### src/rtl/paddle_motion_ctrl.sv
// paddle_motion_ctrl: one-axis paddle position controller with a tick divider,
// a hold-to-accelerate speed ramp and saturation at both position limits.
// Optional auto-track mode is compiled in with `define PADDLE_AUTO_TRACK_EN.
//
// Ports:
//   clock       system clock
//   reset_n     asynchronous active-low reset
//   in_play     1 = run, 0 = freeze position, ramp and tick phase
//   up / down   direction keys (toward MIN_POS / toward MAX_POS)
//   auto_mode   select auto-track (only with PADDLE_AUTO_TRACK_EN)
//   target_pos  auto-track target (only with PADDLE_AUTO_TRACK_EN)
//   pos         registered paddle position
//   moving      registered, 1 if pos changed on the last tick
//   at_min      combinational, pos == MIN_POS
//   at_max      combinational, pos == MAX_POS
module paddle_motion_ctrl #(
  parameter int unsigned POS_WIDTH   = 10,
  parameter int unsigned INIT_POS    = 220,
  parameter int unsigned MIN_POS     = 21,
  parameter int unsigned MAX_POS     = 459,
  parameter int unsigned TICK_DIV    = 4,
  parameter int unsigned MAX_SPEED   = 4,
  parameter int unsigned ACCEL_TICKS = 8,
  parameter int unsigned DEADBAND    = 2
) (
  input  logic                 clock,
  input  logic                 reset_n,
  input  logic                 in_play,
  input  logic                 up,
  input  logic                 down,
  input  logic                 auto_mode,
  input  logic [POS_WIDTH-1:0] target_pos,
  output logic [POS_WIDTH-1:0] pos,
  output logic                 moving,
  output logic                 at_min,
  output logic                 at_max
);

  localparam int unsigned EXT_W  = POS_WIDTH + 1;
  localparam int unsigned TICK_W = (TICK_DIV > 1) ? $clog2(TICK_DIV) : 1;
  localparam int unsigned HOLD_W = (ACCEL_TICKS > 1) ? $clog2(ACCEL_TICKS) : 1;
  localparam int unsigned SPD_W  = $clog2(MAX_SPEED + 1);

  typedef enum logic [1:0] {
    ST_STOP = 2'd0,
    ST_UP   = 2'd1,
    ST_DOWN = 2'd2
  } state_t;

  state_t              state, state_nxt, req;
  logic [SPD_W-1:0]    speed, speed_nxt;
  logic [HOLD_W-1:0]   hold_cnt, hold_cnt_nxt;
  logic [TICK_W-1:0]   tick_cnt, tick_cnt_nxt;
  logic [POS_WIDTH-1:0] pos_nxt;
  logic                moving_nxt;
  logic                tick;
  logic [EXT_W-1:0]    pos_ext, step, moved_pos;

  assign pos_ext = {1'b0, pos};
  assign at_min  = (pos == POS_WIDTH'(MIN_POS));
  assign at_max  = (pos == POS_WIDTH'(MAX_POS));

  // Direction request from keys or, when compiled in, from the tracking target
`ifdef PADDLE_AUTO_TRACK_EN
  logic [EXT_W-1:0] tgt_ext;
  assign tgt_ext = {1'b0, target_pos};

  always_comb begin
    req = ST_STOP;
    if (auto_mode) begin
      if (tgt_ext + EXT_W'(DEADBAND) < pos_ext)      req = ST_UP;
      else if (tgt_ext > pos_ext + EXT_W'(DEADBAND)) req = ST_DOWN;
    end else begin
      if (up && !down)      req = ST_UP;
      else if (down && !up) req = ST_DOWN;
    end
  end
`else
  logic unused_auto;
  assign unused_auto = ^{auto_mode, target_pos, POS_WIDTH'(DEADBAND)};

  always_comb begin
    req = ST_STOP;
    if (up && !down)      req = ST_UP;
    else if (down && !up) req = ST_DOWN;
  end
`endif

  // State register
  always_ff @(posedge clock or negedge reset_n) begin
    if (!reset_n) begin
      state    <= ST_STOP;
      speed    <= SPD_W'(1);
      hold_cnt <= '0;
      tick_cnt <= '0;
      pos      <= POS_WIDTH'(INIT_POS);
      moving   <= 1'b0;
    end else begin
      state    <= state_nxt;
      speed    <= speed_nxt;
      hold_cnt <= hold_cnt_nxt;
      tick_cnt <= tick_cnt_nxt;
      pos      <= pos_nxt;
      moving   <= moving_nxt;
    end
  end

  // Tick divider, speed ramp and saturating move, all evaluated on a tick
  always_comb begin
    state_nxt    = state;
    speed_nxt    = speed;
    hold_cnt_nxt = hold_cnt;
    tick_cnt_nxt = tick_cnt;
    pos_nxt      = pos;
    moving_nxt   = moving;
    tick         = (tick_cnt == TICK_W'(TICK_DIV - 1));
    step         = EXT_W'(1);
    moved_pos    = pos_ext;

    if (!in_play) begin
      moving_nxt = 1'b0;
    end else begin
      tick_cnt_nxt = tick ? '0 : tick_cnt + TICK_W'(1);
      if (tick) begin
        state_nxt = req;
        if (req == ST_STOP) begin
          speed_nxt    = SPD_W'(1);
          hold_cnt_nxt = '0;
          moving_nxt   = 1'b0;
        end else begin
          if (req != state) begin
            // Start or reversal always begins with a unit step
            step         = EXT_W'(1);
            speed_nxt    = SPD_W'(1);
            hold_cnt_nxt = '0;
          end else begin
            step = EXT_W'(speed);
            if (hold_cnt == HOLD_W'(ACCEL_TICKS - 1)) begin
              hold_cnt_nxt = '0;
              speed_nxt    = (speed == SPD_W'(MAX_SPEED)) ? speed : speed + SPD_W'(1);
            end else begin
              hold_cnt_nxt = hold_cnt + HOLD_W'(1);
            end
          end

          // One extra bit keeps pos +/- step from wrapping before the clamp
          if (req == ST_UP) begin
            moved_pos = (pos_ext < EXT_W'(MIN_POS) + step) ? EXT_W'(MIN_POS) : pos_ext - step;
          end else begin
            moved_pos = (pos_ext + step > EXT_W'(MAX_POS)) ? EXT_W'(MAX_POS) : pos_ext + step;
          end
          pos_nxt    = POS_WIDTH'(moved_pos);
          moving_nxt = (moved_pos != pos_ext);
        end
      end
    end
  end

endmodule

### config.mk
export PLATFORM = sky130hd
export DESIGN_NAME = paddle_motion_ctrl
export DESIGN_NICKNAME = d
export VERILOG_FILES = /design/src/rtl/paddle_motion_ctrl.sv
export SDC_FILE = /design/constraint.sdc
export NUM_CORES = 1
export LEC_CHECK = 0
export CORE_MARGIN = 10
export CORE_UTILIZATION = 45
export DETAILED_ROUTE_END_ITERATION = 10
export GPL_ROUTABILITY_DRIVEN = 1
export PLACE_DENSITY = 0.77
export SYNTH_ARGS = -nofsm -noshare
export SYNTH_HDL_FRONTEND = slang
export SYNTH_SLANG_ARGS = --single-unit
### constraint.sdc
create_clock -name clock -period 3.98 [get_ports clock]
set_input_delay 0.597 -clock clock [delete_from_list [all_inputs] [get_ports clock]]
set_output_delay 0.597 -clock clock [all_outputs]
set_load 0.01 [all_outputs]
==> out/metrics.yaml <==
tightest_slew_ps: 970
routed_wl_mm: 6.48
hpwl_mm: 4.83
cp.arrival_ps: 3720
syn_area_mm2: 0.00221
crit_slowest_cell: "ha_2"
p_sw_mw: 0.840
setup_slack_ps: 390
vias: 2414
final_hold_viol_count: 0
row_count: 25
portBuffers: 17
ios: 29
drv_cap: 0
grt_pass1_vias: 2230
p_leak_nw: 1.23
cts_buffers: 3
drt-initial-drc-count: 256
die_w_um: 90.2
grt_usage: 0.153
peakVddDrop_mv: 0.311
core_area_mm2: 0.00475
grt_pass1_wl_mm: 10.9
rsz0062_at_grt: "false"
fin_skew_ps: 2.97
vias_per_cell: 5.92
synth.distinct_cells: 60
async_reset_ff_frac: 1.00
grt_overflow: 0
cts_hold_buffers: 0
cp-end-kind: "flop"
htreeDepth: 1
dieHeight_um: 90.2
drv_slew: 0
power_density_mw_per_mm2: 627
place_area_mm2: 0.00272
finalPower_mw: 1.82
cpPeakStageDelay_ps: 310
drive_gt1_frac: 0.255
finalWeightedCongestion: 0.961
synth_edf_count: 0
reg2reg_slack_ps: 640
synth.yosys.seq_area_share: 0.241
setup_violations: 0
seq_power_share: 0.270
status: "complete, no violations"
startpoint_type: "input pin"
finalCritPeriodShare: 0.902
path_buf_inv: 6
final-instance-count-excl-fill: 408
cts_buffer_depth: 2
crit_family: "compound AO/OA/AOI/OAI gates"
start_util: 0.466
ys.flop_type: "dfrtp_1"
crit_chain: "dlymetal6s2s_1 > inv_1 > ha_2 > xor2_2 > nor2_2 > buf_4 > nand2_1 > inv_2 > ha_2 > inv_1 > ha_1 > nor2b_1 > o2111ai_2 > buf_4 > nand2_1 > and3_1 > o21ai_0 > o2111ai_2 > a2111oi_4 > a31oi_1"
ant_nets: 0
yosys_warnings: 0
p_sw_frac: 0.461
die_area_mm2: 0.00813
cts_root_buffer: "clkbuf_8"
comb_power_share: 0.652
n_antenna_cell: 0
cp.required_ps: 4110
clock_power_share: 0.077
cts.sinks: 21
clock_latency_ps: 260
synth_nets: 327
internal_power_mw: 0.984
clkTransAtPathRegs_ps: 80
grt_max_degree: 34
ys_ff_latch: 21
nets: 378
syn2layout_area_growth_pct: 31.4
crit_type: "input pin to flop"
fin_crit_ps: 3590
slew_headroom: 0.351
synthCells: 291
avgSynthCellArea_um2: 7.61
fmax_mhz: 279
drc_errors: 0
drtPass1Iterations: 5
antenna_found_initial: 0
wire_per_inst_um: 15.9
crit_fanout: 4
hold_path_class: "flop to flop"
post-place-ws_ps: -474
design_area_mm2: 0.00291
dp_cells: 403
cts_tree: "yes"
[registers in the layout, indices dropped and copies added, names as in the netlist]
name / cells
tick_cnt: 2
pos: 10
hold_cnt: 3
state: 2
moving: 1
speed: 3
[worst register-to-register path, cell delays in order (launching register included)]
cell,delay [ps]
dfrtp_1,410
xor2_2,190
nor2_2,180
buf_4,150
nand2_1,70
inv_2,110
ha_2,270
inv_1,50
ha_1,210
nor2b_1,140
o2111ai_2,220
buf_4,150
nand2_1,70
and3_1,180
o21ai_0,270
o2111ai_2,190
a2111oi_4,230
a31oi_1,120
[power groups by stage]
stage | registers [mW] | logic (mW) | clock network, mW
3_3_place_gp | 0.478 | 1.05 | 0
3_5_place_dp | 0.481 | 1.08 | 0
5_1_grt | 0.511 | 1.31 | 0.151
2_1_floorplan | 0.422 | 0.679 | 0
6_report | 0.493 | 1.19 | 0.141
4_1_cts | 0.480 | 1.10 | 0.141
[cell usage after synthesis (all sizes together) (2+ instances only)]
library cell  instances  area (um^2)
a21o                  2         16.3
or4                   2         18.8
nand3                12         60.1
nor3                 11         55.1
and3                  6         38.8
o2111ai               2         17.5
xnor2                 3         26.3
xor2                  2         17.5
or2                   2         12.5
o31ai                 4         30.0
dfstp                 6          158
mux2i                 2         20.0
o21bai                2         15.0
clkbuf               10         37.5
a21oi                15         75.1
nand4                 2         12.5
a211oi                4         35.0
ha                   18          225
a21boi                2         15.0
dfrtp                15          375
nor2b                 6         37.5
inv                  20         75.1
nand2b                6         37.5
nor4                  3         25.0
o32ai                 2         17.5
mux2                  3         33.8
nand2                32          120
o211ai                4         30.0
a2111oi               2         30.0
a221o                 3         30.0
nor2                 27          101
buf                   4         25.0
fa                    2         40.0
and2                  3         18.8
o21ai                28          140
or3                   2         12.5
a22o                  2         17.5
o21a                  2         15.0
a31oi                 5         31.3
[routing by layer]
| metal | global-route usage | vias up | share of wire |
|---|---|---|---|
| met5 | 0 | - | 0 |
| li1 | - | 1156 | - |
| met2 | 0.247 | 100 | 0.46 |
| met1 | 0.208 | 1146 | 0.46 |
| met4 | 0.0531 | 0 | 0.020 |
| met3 | 0.0133 | 12 | 0.062 |
[cell families (layout without fill, tap and decap cells)]
logic type	count (synthesis)	in the layout	share of synthesized area
AND/OR/NAND/NOR	118	118	0.264
AO/OA/AOI/OAI	88	88	0.269
buffers and inverters	34	84	0.0621
flip-flops	21	21	0.241
adder cells (fa/ha/maj)	20	20	0.120
XOR/XNOR	5	5	0.0198
multiplexers	5	5	0.0243
[timing repair]
| action | 4_1_cts | 5_1_grt |
|---|---|---|
| resized for setup | 9 | 20 |
| endpoints found under the setup margin | 6 | 7 |
| setup buffers | 0 | 1 |
| pin swaps | 2 | 10 |
[final timing paths]
check / cells after the start / start / end
worst min register to register: 1 / tick_cnt[0]$_DFFE_PN0P_ / tick_cnt[0]$_DFFE_PN0P_
max in group asynchronous: 1 / reset_n / hold_cnt[1]$_DFFE_PN0P_
worst max-delay path: 20 / up / moving$_DFFE_PN0P_
worst min-delay path: 1 / tick_cnt[0]$_DFFE_PN0P_ / tick_cnt[0]$_DFFE_PN0P_
worst max register to register: 17 / state[0]$_DFFE_PN0P_ / moving$_DFFE_PN0P_
min in group asynchronous: 1 / reset_n / hold_cnt[2]$_DFFE_PN0P_
[metrics by stage]
stage,hold slack [ps],TNS [ps],utilization
floorplan,301,0,-
global placement,466,-1740,0.572
detailed placement,477,-2750,0.572
CTS,490,0,0.587
global route,525,0,0.612
finish,488,0,0.612
[area by class of cell]
cell class / count / area (um^2)
Clock buffer: 4 / 45.0
Fill cell: 417 / 1850
Inverter: 20 / 75.1
Multi-Input combinational cell: 236 / 1670
Sequential cell: 21 / 533
Tap cell: 67 / 83.8
Timing Repair Buffer: 60 / 498
[cell usage in the layout (no fill, tap or decap), drive strengths merged, types with 3 or more instances in the layout]
cell	n
nor2b	6
nor3	11
a221o	3
nand2b	6
clkdlybuf4s50	15
o211ai	4
nor4	3
mux2	3
ha	18
a31oi	5
xnor2	3
nor2	27
dfstp	6
nand3	12
a211oi	4
clkbuf	4
inv	20
a21oi	15
and2	3
nand2	32
buf	43
o21ai	28
o31ai	4
dfrtp	15
and3	6
(Power assumes the default switching activity.)
